==> src/rtl/sbox_hpc1_d2_driver.sv <==
// Issue/collect driver around the 2nd-order HPC1 clock-gated Skinny S-box.
// Optional build macro REMASK_EN refreshes the input sharing on accept.

module sbox_hpc1_d2_share_lane #(
   parameter int VEC_W = 4
) (
   input  logic             clk,
   input  logic             rst,
   input  logic             accept,
   input  logic             capture,
   input  logic [VEC_W-1:0] in_sh,
   input  logic [VEC_W-1:0] mask,
   input  logic [VEC_W-1:0] y_sh,
   output logic [VEC_W-1:0] x_sh,
   output logic [VEC_W-1:0] out_sh
);
   // One share only: nothing here ever sees a sibling share.
   always_ff @(posedge clk or negedge rst) begin
      if (!rst) begin
         x_sh   <= '0;
         out_sh <= '0;
      end else begin
         if (accept)  x_sh   <= in_sh ^ mask;
         if (capture) out_sh <= y_sh;
      end
   end
endmodule

module sbox_hpc1_d2_driver #(
   parameter int LATENCY = 5,
   parameter int TIMEOUT = 12
) (
   input  logic        clk,
   input  logic        rst,
   input  logic        seed_load,
   input  logic [31:0] seed,
   input  logic        in_valid,
   output logic        in_ready,
   input  logic [3:0]  in_s0,
   input  logic [3:0]  in_s1,
   input  logic [3:0]  in_s2,
   output logic [3:0]  sb_x_s0,
   output logic [3:0]  sb_x_s1,
   output logic [3:0]  sb_x_s2,
   output logic [19:0] sb_fresh,
   input  logic        sb_synch,
   input  logic [3:0]  sb_y_s0,
   input  logic [3:0]  sb_y_s1,
   input  logic [3:0]  sb_y_s2,
   output logic        out_valid,
   input  logic        out_ready,
   output logic [3:0]  out_s0,
   output logic [3:0]  out_s1,
   output logic [3:0]  out_s2,
   output logic        err_timeout
);
   localparam int NUM_SHARES = 3;
   localparam int VEC_W      = 4;
   localparam int CNT_W      = $clog2(TIMEOUT + 1);

   typedef enum logic [1:0] {IDLE = 2'd0, RUN = 2'd1, DONE = 2'd2} state_t;

   state_t                               state_q, state_d;
   logic [CNT_W-1:0]                     cnt_q, cnt_d;
   logic [31:0]                          prng_q, prng_d;
   logic [19:0]                          fresh_q;
   logic                                 out_valid_q, out_valid_d;
   logic                                 err_q, err_d;
   logic                                 accept, capture, synch_ok, ready_c;
   logic [NUM_SHARES-1:0][VEC_W-1:0]     in_sh, y_sh, x_sh, out_sh, mask;

   function automatic logic [31:0] xorshift32(input logic [31:0] x);
      logic [31:0] t;
      t = x ^ (x << 13);
      t = t ^ (t >> 17);
      t = t ^ (t << 5);
      return t;
   endfunction

   assign in_sh = {in_s2, in_s1, in_s0};
   assign y_sh  = {sb_y_s2, sb_y_s1, sb_y_s0};

`ifdef REMASK_EN
   logic [7:0] r;
   assign r    = prng_q[27:20];
   // Each nibble of r lands on exactly two shares, so the XOR is preserved.
   assign mask = {r[7:4], r[3:0], r[3:0] ^ r[7:4]};
`else
   assign mask = '0;
`endif

   always_comb begin
      prng_d = xorshift32(prng_q);
      if (state_q == IDLE && seed_load)
         prng_d = (seed == 32'h0) ? 32'h1 : seed;
   end

   always_comb begin
      state_d     = state_q;
      cnt_d       = cnt_q;
      out_valid_d = out_valid_q;
      err_d       = err_q;
      ready_c     = 1'b0;
      accept      = 1'b0;
      capture     = 1'b0;
      // Synch before a full window has elapsed closes a stale gated period.
      synch_ok    = sb_synch && (cnt_q >= CNT_W'(LATENCY - 1));
      case (state_q)
         IDLE: begin
            ready_c = ~seed_load;
            if (in_valid && !seed_load) begin
               accept  = 1'b1;
               cnt_d   = '0;
               state_d = RUN;
            end
         end
         RUN: begin
            if (cnt_q != CNT_W'(TIMEOUT)) cnt_d = cnt_q + CNT_W'(1);
            if (synch_ok) begin
               state_d = DONE;
            end else if (cnt_q == CNT_W'(TIMEOUT)) begin
               err_d   = 1'b1;
               state_d = IDLE;
            end
         end
         DONE: begin
            // Y shares are valid the cycle after Synch; grab them once.
            if (!out_valid_q) begin
               capture     = 1'b1;
               out_valid_d = 1'b1;
            end else if (out_ready) begin
               out_valid_d = 1'b0;
               state_d     = IDLE;
            end
         end
         default: state_d = IDLE;
      endcase
   end

   always_ff @(posedge clk or negedge rst) begin
      if (!rst) begin
         state_q     <= IDLE;
         cnt_q       <= '0;
         prng_q      <= 32'h1;
         fresh_q     <= '0;
         out_valid_q <= 1'b0;
         err_q       <= 1'b0;
      end else begin
         state_q     <= state_d;
         cnt_q       <= cnt_d;
         prng_q      <= prng_d;
         fresh_q     <= prng_q[19:0];
         out_valid_q <= out_valid_d;
         err_q       <= err_d;
      end
   end

   for (genvar g = 0; g < NUM_SHARES; g++) begin : g_lane
      sbox_hpc1_d2_share_lane #(.VEC_W(VEC_W)) u_lane (
         .clk     (clk),
         .rst     (rst),
         .accept  (accept),
         .capture (capture),
         .in_sh   (in_sh[g]),
         .mask    (mask[g]),
         .y_sh    (y_sh[g]),
         .x_sh    (x_sh[g]),
         .out_sh  (out_sh[g])
      );
   end

   assign in_ready    = ready_c & rst;
   assign sb_x_s0     = x_sh[0];
   assign sb_x_s1     = x_sh[1];
   assign sb_x_s2     = x_sh[2];
   assign sb_fresh    = fresh_q;
   assign out_valid   = out_valid_q;
   assign out_s0      = out_sh[0];
   assign out_s1      = out_sh[1];
   assign out_s2      = out_sh[2];
   assign err_timeout = err_q;
endmodule

==> config.mk <==
export PLATFORM = sky130hd
export DESIGN_NAME = sbox_hpc1_d2_driver
export DESIGN_NICKNAME = d
export VERILOG_FILES = /design/src/rtl/sbox_hpc1_d2_driver.sv
export SDC_FILE = /design/constraint.sdc
export NUM_CORES = 1
export LEC_CHECK = 0
export ABC_AREA = 0
export ABC_CLOCK_PERIOD_IN_PS = 2600
export CAP_MARGIN = 0
export CORE_MARGIN = 1.5
export CORE_UTILIZATION = 47
export CTS_BUF_LIST = sky130_fd_sc_hd__clkbuf_8 sky130_fd_sc_hd__clkbuf_16
export DETAILED_ROUTE_END_ITERATION = 16
export HOLD_SLACK_MARGIN = 0.1
export PLACE_DENSITY = 0.8
export SKIP_LAST_GASP = 1
export SLEW_MARGIN = 20
export SYNTH_ARGS = -nofsm -noshare
export SYNTH_HDL_FRONTEND = slang
export SYNTH_HIERARCHICAL = 1
export SYNTH_SLANG_ARGS = --single-unit
==> constraint.sdc <==
create_clock -name clk -period 2.6 [get_ports clk]
set_input_delay 0.26 -clock clk [delete_from_list [all_inputs] [get_ports clk]]
set_output_delay 0.26 -clock clk [all_outputs]
set_load 0.01 [all_outputs]
==> flow_metrics.env, run 1 <==
export IMPL_fp_coreArea_um2=7370
export IMPL_num_io_pins=109
export IMPL_synth_top_area_cell="dfrtp_1"
export IMPL_path_cells="nor4b_1, clkdlybuf4s50_1"
export IMPL_power_leakage_nw=2.11
export IMPL_max_slew_margin_rel=0.548
export IMPL_holdCritPathClass="flip-flop to flip-flop"
export IMPL_drive_above_1_share=0.0539
export IMPL_die_area_um2=8250
export IMPL_crit_fanout=11
export IMPL_numPortBuffers=108
export IMPL_place_ws_ps=726
export IMPL_status="finished clean"
export IMPL_wire_per_inst_um=15.1
export IMPL_worst_setup_path_start_kind="flip-flop"
export IMPL_h_tree_depth=3
export IMPL_gr_total_overflow=0
export IMPL_synth_top_family_by_area="XOR/XNOR gates"
export IMPL_finalWorstSetupSlack_ps=507
export IMPL_syn2layout_area_growth_pct=39.1
export IMPL_grt_setup_unrepaired="false"
export IMPL_place_hpwl_mm=6.15
export IMPL_grt_max_degree=56
export IMPL_hold_viol_final=0
export IMPL_cts_path_max_buffers=2
export IMPL_clkLatencyLatePin_ps=350
export IMPL_seq_area_frac_synth=0.580
export IMPL_drc_errors=0
export IMPL_tns_ps=0
export IMPL_min_period_over_period=0.805
export IMPL_synth_compound_area_frac=0.0794
export IMPL_synthMuxAreaShare=0.0435
export IMPL_fin_skew_ps=6.99
export IMPL_seqCellArea_um2=2100
export IMPL_rows=31
export IMPL_synth_warnings=6
export IMPL_r2r_worst_path_cells=3
export IMPL_cts_tree="built"
export IMPL_route_vias_total=2651
export IMPL_grt_usage=0.210
export IMPL_synth_top_area_frac=0.573
export IMPL_antennaDiodeCount=0
export IMPL_die_h_um=90.8
export IMPL_drv_slew=0
export IMPL_synth_simple_area_share=0.0887
export IMPL_antenna_found_initial=0
export IMPL_period_needed_ps=2090
export IMPL_cts_setup_buffers=0
export IMPL_synthXorXnorAreaFrac=0.186
export IMPL_nFillCells=589
export IMPL_cap_violations=0
export IMPL_final_nets=505
export IMPL_cp_arrival_ps=1830
export IMPL_synth_edf_count=0
export IMPL_grt_pass1_wl_mm=13.6
export IMPL_max_freq_ghz=0.478
export IMPL_cts_buffers_inserted=9
export IMPL_cp_slowest_cell="clkdlybuf4s50_1"
export IMPL_dominantRegCellSynth="dfrtp_1"
export IMPL_setup_viol=0
export IMPL_initial_core_util=0.492
export IMPL_r2r_start="state_q[0]"
export IMPL_clock_tree_root_cell="clkbuf_8"
export IMPL_regToRegSetupSlack_ps=930
export IMPL_cts_sinks=84
export IMPL_routed_via_density=4.87
export IMPL_place_gp_congestion=0.893
export IMPL_first_iter_violations=135
export IMPL_synthAdderAreaFrac=0.00690
export IMPL_avgSynthCellArea_um2=11.5
export IMPL_max_stage_delay_ps=600
export IMPL_wl_mm=8.20
export IMPL_rr_endpoint="prng_q[12]"
export IMPL_synth_seq_cells=84
export IMPL_worst_pin_slew_ps=678
export IMPL_cp_startpoint="state_q[0]"
export IMPL_cts_resized=0
export IMPL_ys_types=30
export IMPL_yosys_top_cells_area="dfrtp_1 (57%), xnor2_1 (12%), xor2_1 (6.5%), mux2_1 (3.7%), o21ai_0 (3.5%)"
export IMPL_power_density_nw_per_um2=1460
export IMPL_syn_area_um2=3630
export IMPL_async_flop_share=1.00
export IMPL_ant_nets=0
export IMPL_crit_path_end="in_ready"
export IMPL_critical_path_class="flip-flop to output port"
export IMPL_ir_drop_mv=1.05
export IMPL_multi_input_area_um2=1510
export IMPL_die_w_um=90.8
export IMPL_grt_pass1_vias=2810
export IMPL_clk_pin_slew_worst_paths_ps=80
export IMPL_required_ps=2340
export IMPL_first_pass_iters=4
export IMPL_postSynthCellCount=315
export IMPL_critPathCaptureType="output port"
## state kept, by name (all words and copies together), names as in the netlist
| signal | cells |
|---|---|
| cnt_q | 4 |
| err_timeout | 1 |
| g_lane.u_lane/out_sh | 12 |
| g_lane.u_lane/x_sh | 12 |
| out_valid | 1 |
| prng_q | 32 |
| sb_fresh | 20 |
| state_q | 2 |
## per-layer routing
layer,up-vias,GRT usage,wire length (um)
met1,1271,0.275,3610
met2,74,0.338,4010
met4,0,0.0924,157
met3,14,0.0429,415
met5,-,0,0
li1,1292,-,-
## Yosys cell counts (2+ instances only)
cell type   n
dfrtp_1    83
xnor2_1    48
nand2_1    30
xor2_1     27
o21ai_0    25
nor2_1     24
a21oi_1    19
mux2_1     12
nor4_1      8
clkbuf_1    6
buf_2       4
a22o_1      3
inv_1       3
and2_1      2
and3_1      2
ha_1        2
mux2_2      2
nand3_1     2
nand4_1     2
## kinds of logic after synthesis
family          Yosys count
compound gates           52
flops                    84
buf+inv                  13
mux                      14
simple gates             73
other cells               1
xor+xnor                 76
fa+ha+maj                 2
## report_power, final
group	internal, W	switching (W)	total [W]
clock	0.000384	0.000429	0.000814
sequential	0.00204	0.000455	0.00249
combinational	0.00210	0.00194	0.00404
## worst min-delay path by stage
stage | cells after the start | from | end | slack (ps)
6_report | 0 | prng_q[19] | sb_fresh[19] | 410
2_1_floorplan | 0 | rst | cnt_q[0] | -40
3_3_place_gp | 2 | rst | sb_fresh[19] | 340
4_1_cts | 0 | prng_q[19] | sb_fresh[19] | 400
3_5_place_dp | 2 | rst | prng_q[11] | 340
5_1_grt | 0 | prng_q[19] | sb_fresh[19] | 410
## worst max-delay path: cells and delay by family, from the launching register on
| family | cells | cell delay (ps) |
|---|---|---|
| buffers and inverters | 1 | 600 |
| flip-flops | 1 | 510 |
| AND/OR/NAND/NOR | 1 | 380 |
## final cells by class
cell class | instances | area share
Sequential cell | 84 | 0.417
Multi-Input combinational cell | 229 | 0.299
Timing Repair Buffer | 114 | 0.223
Clock buffer | 11 | 0.0300
Tap cell | 99 | 0.0246
Clock inverter | 4 | 0.00347
Inverter | 3 | 0.00223
## cells in the final DEF, fill, tap and decap left out
master             n
nand2_1           30
nand2b_1           1
clkdlybuf4s50_1  107
nor4b_1            1
and3_1             2
a22o_1             3
nand4_1            2
nor4_1             8
a31oi_1            1
clkbuf_8          11
ha_1               2
a41o_1             1
mux2_1            12
clkinv_2           2
nand3_1            2
o31a_1             1
a21o_1             1
nor2b_1            1
a31o_2             1
xnor2_1           48
xor2_2             1
conb_1            12
mux2_2             2
dfrtp_1           83
a21oi_1           19
o21ai_0           25
xor2_1            27
and2_1             2
inv_1              5
nor2_1            24
buf_4              6
dlygate4sd3_1      1
dfstp_2            1
## per-stage QoR
stage	utilization	instance area, um2	instances	hold WS, ps	total power, W
after floorplan	-	3670	326	-35.6	0.00511
after global routing	0.684	5040	544	411	0.00792
after detailed placement	0.660	4860	528	341	0.00652
after global placement	0.660	4860	528	341	0.00638
after CTS	0.684	5040	544	404	0.00739
final	0.684	5040	544	408	0.00735
## repair_timing
| action | in CTS | in global routing |
|---|---|---|
| hold endpoints to repair | 29 | 0 |
| hold buffers | 1 | 0 |
| setup endpoints to repair | 0 | 0 |
Power figures use the tool's default switching activity.
==> run 2, diff against run 1 <==
Settings changed: ABC_CLOCK_PERIOD_IN_PS 2600 to 2000.
Clock period 2.6 ns to 2 ns, I/O delays scaled along.
==> run 2 against run 1 <==
Design area grew 1.8%; via count grew 0.91%; first-iteration DRC count up 11%; count of clock-buffer cells in the layout decreased by 1; cell count increased by 0.55%; hold slack improved by 4.0 ps; highest routed layer unchanged.
==> flow_metrics.env, run 2 (same netlist as run 1, synthesis figures left out) <==
export IMPL_power_leakage_nw=2.16
export IMPL_h_tree_depth=3
export IMPL_required_ps=2230
export IMPL_final_cells=547
export IMPL_initial_core_util=0.492
export IMPL_cts_tree="built"
export IMPL_fp_coreArea_um2=7370
export IMPL_final_nets=507
export IMPL_critical_path_class="flip-flop to flip-flop"
export IMPL_nFillCells=546
export IMPL_path_cells="inv_1, ha_1, a31oi_1, nand3_1, xor2_1, nor2_1"
export IMPL_setup_viol=0
export IMPL_power_density_nw_per_um2=1920
export IMPL_cts_sinks=84
export IMPL_clock_tree_root_cell="clkbuf_8"
export IMPL_antennaDiodeCount=0
export IMPL_first_iter_violations=150
export IMPL_holdCritPathClass="flip-flop to flip-flop"
export IMPL_num_io_pins=109
export IMPL_grt_setup_unrepaired="false"
export IMPL_cts_buffers_inserted=9
export IMPL_gr_total_overflow=0
export IMPL_ir_drop_mv=1.23
export IMPL_syn2layout_area_growth_pct=41.6
export IMPL_final_cell_mix="clkdlybuf4s50_1 (106), dfrtp_1 (83), xnor2_1 (48)"
export IMPL_final_util=0.697
export IMPL_largest_reg_flops=32
export IMPL_first_pass_iters=4
export IMPL_cp_num_buf_inv=1
export IMPL_drv_slew=0
export IMPL_grt_usage=0.205
export IMPL_grt_pass1_vias=2707
export IMPL_drc_errors=0
export IMPL_drive_above_1_share=0.0603
export IMPL_cts_path_max_buffers=2
export IMPL_period_needed_ps=1550
export IMPL_hold_viol_final=0
export IMPL_min_period_over_period=0.774
export IMPL_final_common_cell="clkdlybuf4s50_1"
export IMPL_cap_violations=0
export IMPL_whs_ps=412
export IMPL_max_slew_margin_rel=0.642
export IMPL_regMostFlops="prng_q"
export IMPL_route_vias_total=2675
export IMPL_die_w_um=90.8
export IMPL_clkLatencyLatePin_ps=340
export IMPL_wl_mm=8.14
export IMPL_crit_family="flip-flops"
export IMPL_tns_ps=0
export IMPL_worst_setup_path_start_kind="flip-flop"
export IMPL_die_area_um2=8250
export IMPL_fin_skew_ps=8.61
export IMPL_cp_arrival_ps=1780
export IMPL_place_hpwl_mm=6.12
export IMPL_die_h_um=90.8
export IMPL_wire_per_inst_um=14.9
export IMPL_clk_pin_slew_worst_paths_ps=80
export IMPL_crit_fanout=5
export IMPL_status="finished clean"
export IMPL_dp_cells=530
export IMPL_max_freq_ghz=0.646
export IMPL_grt_pass1_wl_mm=13.2
export IMPL_place_gp_congestion=0.906
export IMPL_routed_via_density=4.89
export IMPL_critPathCaptureType="flip-flop"
export IMPL_max_stage_delay_ps=420
export IMPL_grt_max_degree=85
export IMPL_rows=31
export IMPL_worst_pin_slew_ps=536
export IMPL_cp_slowest_cell="dfrtp_1"
export IMPL_antenna_found_initial=0
export IMPL_ant_nets=0
export IMPL_numPortBuffers=108
[run 2: stage by stage]
step / setup WS, ps / instance area (um2) / power [W]
finish: 451 / 5130 / 0.00987
global route: 297 / 5130 / 0.0106
CTS: 45.8 / 5130 / 0.00995
detailed placement: 255 / 4900 / 0.00858
global placement: 308 / 4900 / 0.00841
floorplan: 219 / 3670 / 0.00665
[run 2: final cells by class]
class / count / area [um2] / area share
flip-flops and latches: 84 / 2100 / 0.410
multi-input cells: 229 / 1510 / 0.294
clock inverters: 6 / 80.1 / 0.0156
repair buffers: 116 / 1170 / 0.228
clock buffers: 10 / 138 / 0.0268
inverters: 3 / 11.3 / 0.00219
well taps: 99 / 124 / 0.0241
[run 2: per-layer routing]
layer | global-route usage | wire, um | vias to the layer above
met4 | 0.0794 | 150 | 0
met3 | 0.0396 | 370 | 12
met1 | 0.270 | 3580 | 1293
met5 | 0 | 0 | -
met2 | 0.335 | 4040 | 76
li1 | - | - | 1294
[run 2: path summary, 6_finish.rpt]
path                             from           end  slack (ps)  cells after the start
min                        prng_q[19]  sb_fresh[19]         410                      0
max                          cnt_q[0]      cnt_q[3]         450                      6
min in group asynchronous         rst  sb_fresh[11]         450                      3
max in group asynchronous         rst     prng_q[0]        1160                      3
max reg2reg                  cnt_q[0]      cnt_q[3]         450                      6
min reg2reg                prng_q[19]  sb_fresh[19]         410                      0
[run 2: worst reg2reg max path, stage by stage, from the launching register on]
cell,delay [ps]
dfrtp_1,420
inv_1,90
ha_1,210
a31oi_1,380
nand3_1,150
xor2_1,150
nor2_1,50
[run 2: power breakdown]
group	leakage (nW)	internal, W	total, W	switching [W]
clock	0.115	0.000727	0.00130	0.000568
sequential	0.992	0.00265	0.00321	0.000563
combinational	1.06	0.00280	0.00537	0.00256
[run 2: what timing repair did]
| action | in CTS | in global routing |
|---|---|---|
| hold endpoints to repair | 83 | 0 |
| hold buffers | 1 | 0 |
| gates resized for setup | 0 | 1 |
| endpoints found under the setup margin | 0 | 1 |
| buffers inserted | 0 | 0 |
